--- src/rtl/rf_writeback_queue.sv ---
// Register-file writeback queue: merges ALU and load results into an in-order
// FIFO and drains at most one register write per cycle. Also exports a mask of
// destinations whose writes are still queued or being presented.
module rf_writeback_queue #(
  parameter int unsigned DEPTH = 4,
  parameter int unsigned XLEN  = 32
) (
  input  logic            clk,
  input  logic            rst_n,
  input  logic            flush,
  input  logic            alu_valid,
  input  logic [4:0]      alu_rd,
  input  logic [XLEN-1:0] alu_data,
  output logic            alu_ready,
  input  logic            mem_valid,
  input  logic [4:0]      mem_rd,
  input  logic [XLEN-1:0] mem_data,
  output logic            mem_ready,
  output logic            rf_we,
  output logic [4:0]      rf_a3,
  output logic [XLEN-1:0] rf_wd,
  output logic [31:0]     pend_mask
);

  localparam int unsigned PW = (DEPTH > 1) ? $clog2(DEPTH) : 1;
  localparam int unsigned CW = PW + 1;

  typedef logic [PW-1:0] ptr_t;
  typedef logic [CW-1:0] count_t;

  localparam count_t DepthC   = count_t'(DEPTH);
  localparam count_t DepthM1C = count_t'(DEPTH - 1);

  logic [4:0]      rd_mem   [DEPTH];
  logic [XLEN-1:0] data_mem [DEPTH];

  ptr_t            wptr_q, rptr_q;
  count_t          count_q;
  logic            rf_we_q;
  logic [4:0]      rf_a3_q;
  logic [XLEN-1:0] rf_wd_q;

  logic   alu_store, mem_store, deq;
  ptr_t   mem_wptr;
  count_t count_d;
  ptr_t   offs;

  // Handshakes look only at the registered count; the ALU owns the last free slot.
  always_comb begin
    alu_ready = !flush && (count_q < DepthC);
    mem_ready = !flush && ((count_q < DepthM1C) || ((count_q < DepthC) && !alu_valid));
    // x0 results complete the handshake but are never stored.
    alu_store = alu_valid && alu_ready && (alu_rd != 5'd0);
    mem_store = mem_valid && mem_ready && (mem_rd != 5'd0);
    deq       = (count_q != '0) && !flush;
    mem_wptr  = alu_store ? (wptr_q + ptr_t'(1)) : wptr_q;
    count_d   = count_q + count_t'(alu_store) + count_t'(mem_store) - count_t'(deq);
  end

  // FIFO storage; ALU entry lands first so it is older than a same-cycle load.
  always_ff @(posedge clk) begin
    if (alu_store) begin
      rd_mem[wptr_q]   <= alu_rd;
      data_mem[wptr_q] <= alu_data;
    end
    if (mem_store) begin
      rd_mem[mem_wptr]   <= mem_rd;
      data_mem[mem_wptr] <= mem_data;
    end
  end

  // Pointers, occupancy and the registered write port.
  always_ff @(posedge clk) begin
    if (!rst_n) begin
      wptr_q  <= '0;
      rptr_q  <= '0;
      count_q <= '0;
      rf_we_q <= 1'b0;
      rf_a3_q <= '0;
      rf_wd_q <= '0;
    end else if (flush) begin
      wptr_q  <= '0;
      rptr_q  <= '0;
      count_q <= '0;
      rf_we_q <= 1'b0;
    end else begin
      wptr_q  <= wptr_q + ptr_t'(alu_store) + ptr_t'(mem_store);
      count_q <= count_d;
      rf_we_q <= deq;
      if (deq) begin
        rptr_q  <= rptr_q + ptr_t'(1);
        rf_a3_q <= rd_mem[rptr_q];
        rf_wd_q <= data_mem[rptr_q];
      end
    end
  end

  // Pending mask: every live FIFO entry plus the write currently on the port.
  always_comb begin
    pend_mask = '0;
    offs      = '0;
    for (int i = 0; i < DEPTH; i++) begin
      offs = ptr_t'(i) - rptr_q;
      if (count_t'(offs) < count_q) pend_mask[rd_mem[i]] = 1'b1;
    end
    if (rf_we_q) pend_mask[rf_a3_q] = 1'b1;
    pend_mask[0] = 1'b0;
  end

  assign rf_we = rf_we_q;
  assign rf_a3 = rf_a3_q;
  assign rf_wd = rf_wd_q;

endmodule
--- config.mk ---
export PLATFORM = sky130hd
export DESIGN_NAME = rf_writeback_queue
export DESIGN_NICKNAME = d
export VERILOG_FILES = /design/src/rtl/rf_writeback_queue.sv
export SDC_FILE = /design/constraint.sdc
export NUM_CORES = 1
export LEC_CHECK = 0
export CAP_MARGIN = 20
export CORE_MARGIN = 1.5
export CORE_UTILIZATION = 35
export DETAILED_ROUTE_END_ITERATION = 10
export PLACE_DENSITY = 0.61
export SYNTH_ARGS = -nofsm -noshare
export SYNTH_HDL_FRONTEND = slang
export SYNTH_SLANG_ARGS = --single-unit
export TNS_END_PERCENT = 100
--- constraint.sdc ---
create_clock -name clk -period 9.3 [get_ports clk]
set_input_delay 1.395 -clock clk [delete_from_list [all_inputs] [get_ports clk]]
set_output_delay 1.395 -clock clk [all_outputs]
set_load 0.05 [all_outputs]
==> flow_summary.toml, run 1 <==
[power_and_ir_drop]
ir_worst_vdd_mv = 0.112
combPwrFrac_pct = 21.5
clkPwrFrac_pct = 31.7
power_switching_share_pct = 28.8
intPower_mw = 1.58
p_leak_nw = 4.20
pwr-share-seq_pct = 46.8
p_per_area_mw_per_mm2 = 172
p_switching_mw = 0.638

[global_routing]
gr-total-overflow = 0
track_usage_pct = 19.1
antenna_found_initial = 2
grt_pass1_vias = 7599
grt_max_degree = 44
grt_pass1_wl_um = 44700

[clock_network]
cts_buffer_depth = 2
cts_resized = 0
clock_sinks = 193
cts_buffers = 17
insertion_delay_ps = 420
post-cts-setup-buffers = 0
root_buffer = "clkbuf_16"
clkTransAtPathRegs_ps = 70
hold_buffers = 0
h-tree-depth = 4
cts_tree = "done"

[logic_synthesis]
synth_nets = 934
synth_ff_type = "edfxtp_1"
avgSynthCellArea_um2 = 12.5
syn_area_mm2 = 0.0105
yosysUniqueCellTypes = 47
synth_cells = 842
async_reset_ff_share_pct = 0
synth_largest_area_cell = "edfxtp_1"
synth-seq-cells = 193
synth_edf_count = 148
yosys-top-cells-area = "edfxtp_1 (42%), mux2_2 (14%), dfxtp_1 (8.6%), mux4_2 (7.9%), nand2_1 (3.9%)"
synth_top_area_share_pct = 42.4
yosys_warnings = 0
ys_seq_area_share_pct = 50.9

[worst_setup_path]
crit_family = "buffers and inverters"
arrival_ps = 3970
reg2reg_slack_ps = 5950
r2r_start = "count_q[2]"
crit_path_cell_trace = "buf_4, inv_1, ha_1, a21boi_0, o21ai_0, or3b_2, o22ai_1, a211o_1, clkdlybuf4s50_1"
ff2ff_path_depth = 8
worstPathRequired_ps = 7910
critPathBufInv = 3
cpPeakStageDelay_ps = 790
slowest_stage = "clkdlybuf4s50_1"
r2r-end = "data_mem[3][5]"
critical_path_peak_fanout = 40
critPathLaunchType = "flip-flop"
cp-end-kind = "output pin"
critPathKind = "reg2out"

[sta]
maxSlewViolCount = 0
holdWs_ps = 464
hold_violations = 0
finClkSkew_ps = 14.9
fmax_ghz = 0.186
worstMarginPinSlew_ps = 866
grt_setup_unrepaired = "no"
slew_headroom_pct = 42.2
min_period_ps = 5360
period_share_pct = 57.7
setup_viol = 0
fin_tns_setup_ps = 0

[cells_and_area]
drive_gt1_share_pct = 23.6
nets = 1060
area_growth_pct = 23.2
fillCellCount = 2726

[min_path]
worst_hold_path.num_cells = 2
holdPathEnd = "rf_wd[28]"
holdCritPathClass = "reg2reg"
worstHoldStart = "rf_wd[28]"

[detailed_routing]
drt-vias-per-instance = 5.47
drt-initial-drc-count = 692
drtPass1Iterations = 6
avgRoutedWirePerCell_um = 21.4
dr_total_vias = 7509
ant_nets = 0
finalWirelength_um = 29400
drcViolationCount = 0

[outcome]
status = "completed"

[floorplanning]
core_mm2 = 0.0296
fp-row-count = 63
die_x_um = 176
die_area_mm2 = 0.0310
start_util_pct = 35.5
die_y_um = 176
ioPinCount = 151

[placement]
gp_congestion = 0.954
io_buffer_count = 149
dp_hpwl_um = 19200

[flow_run]
drv_cap = 0
-- cells in the mapped netlist (14+ instances only) --
master and instances:
or3_1 30, dfxtp_1 45, mux4_2 37, clkbuf_1 33
mux2_1 19, nand3_1 23, inv_1 15, edfxtp_1 148
o22ai_1 61, a21boi_0 38, nand2_1 109, nor2b_1 14
mux2_2 129, nor2_1 41
-- logic make-up (layout without fill, tap and decap cells) --
| kind of cell | Yosys count | in the layout | synth area share, % |
|---|---|---|---|
| AND/OR/NAND/NOR | 253 | 253 | 11.5 |
| adder cells (fa/ha/maj) | 13 | 13 | 1.77 |
| multiplexers | 187 | 187 | 24.1 |
| flip-flops | 193 | 193 | 50.9 |
| XOR/XNOR | 5 | 5 | 0.596 |
| buffers and inverters | 71 | 210 | 3.29 |
| other | 1 | 3 | 0.0357 |
| AO/OA/AOI/OAI | 119 | 119 | 7.78 |
-- worst register-to-register path, delay by kind of cell (launching register included) --
family	cells	cell delay [ps]
simple gates	1	760
compound gates	2	680
buf+inv	3	570
flops	1	560
mux	1	300
fa+ha+maj	1	220
-- per-layer routing --
metal	share of wire [%]	track usage, %
met5	0	0
met4	1.9	6.09
met3	6.7	3.55
met2	50	32.8
met1	42	24.4
-- area by class of cell --
cell class,count,area [um2],share of cell area [%]
Clock buffer,23,510,3.95
Clock inverter,9,65.1,0.504
Timing Repair Buffer,163,1620,12.5
Multi-Input combinational cell,578,4830,37.4
Tap cell,390,488,3.78
Sequential cell,193,5350,41.4
Inverter,15,56.3,0.436
Antenna cell,2,5.00,0.0387
-- cell usage in the layout, fill, tap and decap left out, drive strengths merged, types with 3 or more instances in the layout --
cell / count
o22ai: 61
a211o: 5
xnor2: 5
nand3b: 10
ha: 10
a21boi: 38
clkbuf: 23
mux4: 37
or3: 30
inv: 19
a21oi: 3
or3b: 5
nor2b: 14
buf: 15
nand3: 23
o21ai: 5
mux2: 149
nand4: 3
edfxtp: 148
clkdlybuf4s50: 148
nor2: 41
dfxtp: 45
clkinv: 3
nand2: 109
nor4: 3
fa: 3
nand2b: 4
nor3: 7
-- power by group through the flow --
stage / Clock, mW / Sequential [mW] / Combinational (mW)
after floorplan: 0 / 1.09 / 0.268
after global placement: 0 / 1.06 / 0.470
after detailed placement: 0 / 1.06 / 0.477
after CTS: 0.718 / 1.04 / 0.479
after global routing: 0.752 / 1.05 / 0.510
final: 0.704 / 1.04 / 0.477
-- state kept, by name, summed over array words and instances, names as in the netlist --
name	flops
count_q	3
data_mem	128
rd_mem	20
rf_a3	5
rf_wd	32
rf_we	1
rptr_q	2
wptr_q	2
-- metrics by stage --
step	power (mW)	setup WS, ps	utilization [%]	area, um2	std cells
after global routing	2.31	3670	43.7	12900	1371
after CTS	2.24	3920	43.6	12900	1370
after detailed placement	1.54	4390	41.7	12300	1338
after global placement	1.53	4030	41.6	12300	1335
final	2.22	3940	43.7	12900	1373
after floorplan	1.36	3500	-	10500	842
-- how the worst max path moves through the flow --
stage	start	end	slack, ps	cells past startpoint
4_1_cts	rptr_q[1]	pend_mask[16]	3920	9
2_1_floorplan	flush	data_mem[3][0]	3500	4
5_1_grt	rptr_q[0]	pend_mask[29]	3670	8
3_3_place_gp	rptr_q[0]	pend_mask[2]	4030	8
3_5_place_dp	rptr_q[1]	pend_mask[28]	4390	9
6_report	rptr_q[1]	pend_mask[16]	3940	9
No activity file was read; power rests on OpenSTA's default activity.
==> inputs of run 2 (changes only) <==
clock period = 5.6 ns   (was 9.3 ns; I/O delays follow)
==> run 2 against run 1 <==
Worst hold slack better by 4.0 ps. Flip-flop and latch count is the same. Largest cell class unchanged. Critical endpoint unchanged. Power increased by 68%. Clock power increased by 73%. Critical path type unchanged. Sequential power up 64%. Non-clock buffer count up 2.
==> flow_summary.toml, run 2 (synthesized netlist as in run 1, its figures left out) <==
[cells_and_area]
multi_input_area_mm2 = 0.00483
drive_gt1_share_pct = 23.9
antenna_cells = 0
area_growth_pct = 23.4
most-common-layout-cells = "edfxtp_1 (148), clkdlybuf4s50_1 (148), mux2_2 (129)"
fin_cells = 1373
nets = 1062
final-seq-area_mm2 = 0.00535
fillCellCount = 2720
largest_register_ff_count = 128
largest_register = "data_mem"

[sta]
maxSlewViolCount = 0
fmax_ghz = 0.217
setup_viol = 0
period_share_pct = 82.3
grt_setup_unrepaired = "no"
fin_tns_setup_ps = 0
fin_ws_ps = 992
hold_violations = 0
worstMarginPinSlew_ps = 834
finClkSkew_ps = 14.9
slew_headroom_pct = 44.3
min_period_ps = 4610

[detailed_routing]
ant_nets = 0
drt-vias-per-instance = 5.57
finalWirelength_um = 29600
drt-initial-drc-count = 950
avgRoutedWirePerCell_um = 21.5
drtPass1Iterations = 6
dr_total_vias = 7650
drcViolationCount = 0

[power_and_ir_drop]
p_per_area_mw_per_mm2 = 289
combPwrFrac_pct = 21.6
p_switching_mw = 1.08
intPower_mw = 2.66
p_leak_nw = 4.22
clkPwrFrac_pct = 32.7
pwr-share-seq_pct = 45.7
power_switching_share_pct = 28.8
total_power_mw = 3.74
ir_worst_vdd_mv = 0.228

[clock_network]
insertion_delay_ps = 430
cts_buffer_depth = 2
cts_resized = 0
clock_sinks = 193
h-tree-depth = 4
post-cts-setup-buffers = 0
clkTransAtPathRegs_ps = 70
hold_buffers = 0
root_buffer = "clkbuf_16"
cts_tree = "done"
cts_buffers = 17

[floorplanning]
core_mm2 = 0.0296
start_util_pct = 35.5
ioPinCount = 151
die_area_mm2 = 0.0310
fp-row-count = 63
die_y_um = 176
die_x_um = 176

[global_routing]
gr-total-overflow = 0
grt_pass1_vias = 7705
track_usage_pct = 19.3
grt_max_degree = 39
antenna_found_initial = 1
grt_pass1_wl_um = 45200

[flow_run]
drv_cap = 0

[placement]
dpl.cell_count = 1340
io_buffer_count = 149
place_ws_ps = 1480
gp_congestion = 0.944
dp_hpwl_um = 19900

[worst_setup_path]
worstPathRequired_ps = 4760
critPathKind = "reg2out"
critical_path_peak_fanout = 17
cp-end-kind = "output pin"
reg2reg_slack_ps = 2280
ff2ff_path_depth = 8
arrival_ps = 3770
critPathLaunchType = "flip-flop"

[min_path]
worst_hold_path.num_cells = 2
holdCritPathClass = "reg2reg"

[outcome]
status = "completed"
==> run 2: changes by cell type in the layout (fill, tap and decap cells not counted), sizes merged <==
cell,delta
clkinv,+4
clkinvlp,-1
bufinv,+2
clkbuf,-3
diode,-2
buf,+2
inv,-2
==> run 2: worst paths after layout <==
path / from / to
max: rptr_q[1] / pend_mask[16]
min reg2reg: rf_wd[23] / rf_wd[23]
min: rf_wd[23] / rf_wd[23]
max reg2reg: count_q[2] / data_mem[3][17]
==> run 2: worst max-delay path: stages (launching register included) <==
cell             delay (ps)
dfxtp_2                 610
inv_1                    90
ha_1                    310
a21boi_0                130
o21ai_0                 420
or3b_2                  620
o22ai_1                 220
a211o_1                 140
clkdlybuf4s50_1         800
==> run 2: final cells by class <==
cell class,count,share of cell area (%)
Sequential cell,193,41.3
Tap cell,390,3.77
Clock inverter,12,1.01
Inverter,15,0.435
Clock buffer,20,3.53
Multi-Input combinational cell,578,37.3
Timing Repair Buffer,165,12.6
==> run 2: metrics by stage <==
step	area, um2	hold slack (ps)	utilization [%]
floorplan	10500	529	-
global placement	12300	453	41.7
CTS	12900	472	43.7
detailed placement	12300	463	41.7
finish	12900	468	43.8
global route	12900	496	43.8
==> run 2: routing by layer <==
layer | wire (um) | global-route usage [%] | up-vias
met5 | 13 | 0 | -
met4 | 671 | 6.37 | 2
met1 | 12300 | 24.3 | 3776
li1 | - | - | 3467
met2 | 14500 | 32.9 | 342
met3 | 2090 | 4.09 | 63
==> run 2: power by group through the flow <==
stage	combinational (mW)	clock (mW)	sequential, mW
finish	0.809	1.22	1.71
global route	0.863	1.30	1.72
CTS	0.813	1.25	1.71
detailed placement	0.809	0	1.74
global placement	0.803	0	1.74
floorplan	0.446	0	1.80
